`src/rtl/port_arbiter.sv`:
```
// Four-port packet arbiter: round-robin grant per packet (header word carries payload count),
// FWFT FIFO heads muxed to one stream. Optional starvation abort under macro ARB_STALL_TIMEOUT_EN.
module port_arbiter #(
    parameter int WIDTH   = 32,
    parameter int TIMEOUT = 255
) (
    input  logic               clock,
    input  logic               reset_n,
    input  logic [3:0]         in_empty,
    input  logic [4*WIDTH-1:0] in_data,
    output logic [3:0]         in_pop,
    output logic [WIDTH-1:0]   out_data,
    output logic               out_valid,
    input  logic               out_ready,
    output logic               out_sop,
    output logic               out_eop,
    output logic [3:0]         grant,
    output logic               timeout_err
);

    typedef enum logic [1:0] {
        IDLE = 2'd0,
        HDR  = 2'd1,
        BODY = 2'd2
    } state_t;

    state_t     state_reg, state_next;
    logic [3:0] grant_reg, grant_next;
    logic [1:0] sel_reg, sel_next;
    logic [1:0] rr_ptr_reg, rr_ptr_next;
    logic [7:0] remaining_reg, remaining_next;

    logic [WIDTH-1:0] port_word [4];
    logic [3:0]       req_rot;
    logic             pick_valid;
    logic [1:0]       pick_off;
    logic [1:0]       pick_port;

    logic             busy;
    logic [WIDTH-1:0] head_word;
    logic [7:0]       head_len;
    logic             head_present;
    logic             transfer;
    logic             last_word;
    logic             abort;

    // req_rot[k] is the request of the port k+1 positions after the pointer, so the
    // lowest set bit is the next port in round-robin order.
    generate
        for (genvar gi = 0; gi < 4; gi++) begin : g_port
            localparam logic [1:0] OFFSET = 2'(gi + 1);
            assign port_word[gi] = in_data[gi*WIDTH +: WIDTH];
            assign req_rot[gi]   = !in_empty[rr_ptr_reg + OFFSET];
        end
    endgenerate

    always_comb begin
        pick_off = 2'd0;
        for (int k = 3; k >= 0; k--) begin
            if (req_rot[k]) pick_off = 2'(k);
        end
        pick_valid = |req_rot;
        pick_port  = rr_ptr_reg + pick_off + 2'd1;
    end

    assign busy         = (state_reg != IDLE);
    assign head_word    = port_word[sel_reg];
    assign head_len     = head_word[7:0];
    assign head_present = !in_empty[sel_reg];

    assign out_valid = busy && head_present;
    assign transfer  = out_valid && out_ready;
    assign in_pop    = transfer ? grant_reg : 4'b0000;
    assign out_data  = busy ? head_word : '0;
    assign out_sop   = (state_reg == HDR) && out_valid;
    assign last_word = ((state_reg == HDR)  && (head_len == 8'd0)) ||
                       ((state_reg == BODY) && (remaining_reg == 8'd1));
    assign out_eop   = out_valid && last_word;
    assign grant     = grant_reg;

`ifdef ARB_STALL_TIMEOUT_EN
    logic [15:0] stall_reg, stall_next;

    // The current cycle counts as a stall cycle, hence the +1 before comparing.
    assign abort       = busy && !head_present && (({1'b0, stall_reg} + 17'd1) == 17'(TIMEOUT));
    assign timeout_err = abort;

    always_comb begin
        stall_next = stall_reg;
        if (!busy || head_present || abort) begin
            stall_next = 16'd0;
        end else begin
            stall_next = stall_reg + 16'd1;
        end
    end

    always_ff @(posedge clock or negedge reset_n) begin
        if (!reset_n) begin
            stall_reg <= 16'd0;
        end else begin
            stall_reg <= stall_next;
        end
    end
`else
    assign abort       = 1'b0;
    assign timeout_err = 1'b0;
`endif

    always_comb begin
        state_next     = state_reg;
        grant_next     = grant_reg;
        sel_next       = sel_reg;
        rr_ptr_next    = rr_ptr_reg;
        remaining_next = remaining_reg;
        case (state_reg)
            IDLE: begin
                if (pick_valid) begin
                    state_next  = HDR;
                    grant_next  = 4'b0001 << pick_port;
                    sel_next    = pick_port;
                    rr_ptr_next = pick_port;
                end
            end
            HDR: begin
                if (transfer) begin
                    remaining_next = head_len;
                    if (head_len == 8'd0) begin
                        state_next = IDLE;
                        grant_next = 4'b0000;
                    end else begin
                        state_next = BODY;
                    end
                end
            end
            BODY: begin
                if (transfer) begin
                    remaining_next = remaining_reg - 8'd1;
                    if (remaining_reg == 8'd1) begin
                        state_next = IDLE;
                        grant_next = 4'b0000;
                    end
                end
            end
            default: begin
                state_next = IDLE;
                grant_next = 4'b0000;
            end
        endcase
        // A starved grant is dropped; the abort only fires while nothing transfers.
        if (abort) begin
            state_next     = IDLE;
            grant_next     = 4'b0000;
            remaining_next = 8'd0;
        end
    end

    always_ff @(posedge clock or negedge reset_n) begin
        if (!reset_n) begin
            state_reg     <= IDLE;
            grant_reg     <= 4'b0000;
            sel_reg       <= 2'd0;
            rr_ptr_reg    <= 2'd3;
            remaining_reg <= 8'd0;
        end else begin
            state_reg     <= state_next;
            grant_reg     <= grant_next;
            sel_reg       <= sel_next;
            rr_ptr_reg    <= rr_ptr_next;
            remaining_reg <= remaining_next;
        end
    end

endmodule

```
`config.mk`:
```
export PLATFORM = sky130hd
export DESIGN_NAME = port_arbiter
export DESIGN_NICKNAME = d
export VERILOG_FILES = /design/src/rtl/port_arbiter.sv
export SDC_FILE = /design/constraint.sdc
export NUM_CORES = 1
export LEC_CHECK = 0
export BUFFER_PORTS_ARGS = -buffer_cell sky130_fd_sc_hd__buf_2
export CORE_UTILIZATION = 45
export CTS_BUF_LIST = sky130_fd_sc_hd__clkbuf_4 sky130_fd_sc_hd__clkbuf_8
export CTS_CLUSTER_DIAMETER = 200
export DETAILED_ROUTE_END_ITERATION = 10
export PLACE_DENSITY = 0.9
export SLEW_MARGIN = 40
export SYNTH_ARGS = -nofsm -noshare
export SYNTH_HDL_FRONTEND = slang
export SYNTH_SLANG_ARGS = --single-unit
```
`constraint.sdc`:
```
create_clock -name clock -period 6.38 [get_ports clock]
set_input_delay 0.319 -clock clock [delete_from_list [all_inputs] [get_ports clock]]
set_output_delay 0.319 -clock clock [all_outputs]
set_load 0.005 [all_outputs]
```
==> results.md <==
* Post-CTS resize count at 0
* Clock sinks at 18
* Cell variety after synth at 50
* Power per cell area at 402 mW/mm^2
* Die width at 73.6 microns
* DR vias/cell at 5.73
* Peak Freq at 318 MHz
* Largest area contributor in the netlist: mux4_2
* GRT Util Overall at 28.1%
* Via Count at 2628
* Status: completed
* CTS Buf Count at 3
* Final setup viols at 0
* Mapped Avg Cell Area at 10.1 sq um
* Clock Pin Slew Worst Setup and Hold Paths at 70 ps
* Yosys top cell area share at 27.4%
* Die area at 0.00541 sq mm
* Global-route wire length before repair at 11.6 mm
* Simple-Gate Fraction of Synth Area at 20.7%
* I/O pin cnt at 179
* Primary FF master, synth: dfrtp_1
* R2R Setup Slk at 3650 ps
* CTS Buffer Depth at 2
* Hold Crit Class: in -> reg
* Cell count after synthesis at 229
* Nets at 532
* # DRC at 0
* Asr flop ratio synth at 100%
* Antenna cell count at 0
* Area growth, synth to finish at 40.8%
* Rel. slew slack at 47.9%
* Post-route antenna net violation count at 0
* Max-slew violations at 0
* Critical path required time at 6060 ps
* Slowest CP cell: dfrtp_4
* Largest family of logic cells by synthesized area: multiplexers
* Cts hold-fix bufs at 1
* Total gr overflow at 0
* Max-Cap Viols at 0
* DP HPWL at 6.26 mm
* Row count at 25
* Total iterations of the first detailed-routing run at 4
* Post-synthesis adder-cell area fraction at 2.17%
* Post-synthesis sequential area ratio at 19.7%
* Clock Skew at 6.07 ps
* CTS tree: done
* VDD IR-drop max at 0.000207 V
* Max reg flops at 8
* Commonest cells post-synth: 33 x and2_1, 28 x mux4_2, 16 x dfrtp_1, 16 x nor2_1, 15 x clkbuf_1
* LEAKAGE at 1.62 nW
* Vert. Die Dim at 73.6 microns
* Post-Syn Nets at 368
* RSZ-0062 raised after global routing: no
* Root Buffer: clkbuf_8
* CP Class: reg -> out
* Tcrit/Tclk final at 49.3%
* Count leader, synth: and2_1
* Crit end category: output pin
* Critical path startpoint category: flop
* Arr. time, crit path at 2830 ps
* CP Cell Sequence: mux4_1, or4_4, nor2_4, nand2_1, o31ai_1, buf_2
* Post-synthesis mux area share at 34.0%
* Post-route minimum period at 3150 ps
* Slew of the pin with the lowest slew margin at 781 ps
* Worst path max stage delay at 840 ps
* Yosys reg bits at 18
* Synthesized cell area at 0.00230 sq mm
* XOR/XNOR share of the synthesized area at 0.760%
* YS warnings at 0
* CP max FO at 34
* Initial Util at 47.8%
* Top cells by area in the synthesized netlist: mux4_2 27%, dfrtp_1 17%, and2_1 9.0%, mux4_1 5.7%, o21ai_1 2.8%
* Layout cells sized above 1 at 56.6%
* Final hold vios at 0
* Filler cell count in the final layout at 386
* Initial DRC Count at 263
* Hold_ws at 462 ps
* Port Buf Inserts at 177
* WL/cell at 16.7 microns
* Initial antenna violation count at 0
* Core Footprint at 0.00482 sq mm
* DRT Wirelength at 7.68 mm
* H-tree Lvls at 1
* GP Congestion at 0.869
* Setup TNS at 0 ps
* EDFF count, synth at 0
* Clk_lat worst skew at 260 ps
* Pin count of the biggest net entering global routing at 37
* Synth Area in Compound Gates at 16.3%
* Post-CTS setup buffer count at 0
* Vias in the first global route at 2544
-- per-layer routing --
layer / global-route usage [%] / up-vias / routed length (microns)
li1: - / 1201 / -
met1: 34.4 / 1281 / 2940
met2: 51.2 / 132 / 4140
met3: 5.21 / 14 / 470
met4: 5.98 / 0 / 121
met5: 0 / - / 0
-- power breakdown --
part	switching [mW]	internal [mW]
Combinational	0.404	0.502
Sequential	0.130	0.173
Clock	0.0408	0.0550
-- path summary, 6_finish.rpt --
| check | start | endpoint | cells after the start |
|---|---|---|---|
| max | sel_reg[0]$_DFFE_PN0P_ | out_eop | 6 |
| min | out_ready | state_reg[1]$_DFFE_PN0P_ | 3 |
| max reg2reg | sel_reg[0]$_DFFE_PN0P_ | grant[3]$_DFFE_PN0P_ | 5 |
| min reg2reg | remaining_reg[7]$_DFFE_PN0P_ | remaining_reg[7]$_DFFE_PN0P_ | 2 |
| max in group asynchronous | reset_n | sel_reg[0]$_DFFE_PN0P_ | 2 |
| min in group asynchronous | reset_n | state_reg[1]$_DFFE_PN0P_ | 2 |
-- area by class of cell --
cell class	count	area (sq um)	area share, %
flip-flops and latches	18	457	14.1
clock buffers	4	55.1	1.70
well taps	67	83.8	2.58
repair buffers	179	903	27.8
inverters	10	37.5	1.16
multi-input cells	181	1710	52.7
-- critical path, delay by kind of cell, from the launching register on --
family	cells	cell delay, ps
flops	1	840
mux	1	700
simple gates	3	780
buf+inv	1	170
compound gates	1	70
-- cells in the final DEF (no fill, tap or decap), types with 2 or more instances in the layout --
| cell | count |
|---|---|
| or4_4 | 2 |
| nand2b_1 | 4 |
| ha_1 | 4 |
| clkbuf_8 | 4 |
| and2_1 | 33 |
| mux4_1 | 5 |
| a32o_1 | 5 |
| dfstp_2 | 2 |
| and3_1 | 4 |
| nor3_1 | 5 |
| mux4_2 | 28 |
| o21ai_0 | 5 |
| nor2b_1 | 2 |
| dfrtp_1 | 15 |
| o21ai_1 | 13 |
| buf_2 | 177 |
| nand2_1 | 13 |
| a32oi_1 | 2 |
| a21oi_1 | 9 |
| a22oi_1 | 3 |
| nor2_1 | 16 |
| inv_1 | 10 |
| a21boi_0 | 2 |
| o2bb2ai_1 | 2 |
| o21a_1 | 2 |
-- metrics by stage --
| step | std cells | area (sq um) | power [mW] | setup slack [ps] | util [%] |
|---|---|---|---|---|---|
| 3_5_place_dp | 454 | 3180 | 1.21 | 3520 | 66.0 |
| 4_1_cts | 459 | 3250 | 1.31 | 3220 | 67.4 |
| 2_1_floorplan | 229 | 2300 | 0.924 | 4220 | - |
| 5_1_grt | 459 | 3250 | 1.41 | 3080 | 67.4 |
| 6_report | 459 | 3250 | 1.31 | 3230 | 67.4 |
| 3_3_place_gp | 454 | 3180 | 1.17 | 3310 | 66.0 |
-- logic make-up after synthesis --
group,count (synthesis)
flops,18
other cells,1
buf+inv,30
compound gates,53
mux,35
xor+xnor,2
simple gates,86
fa+ha+maj,4
Note: power is estimated with default switching activity, not from simulation.
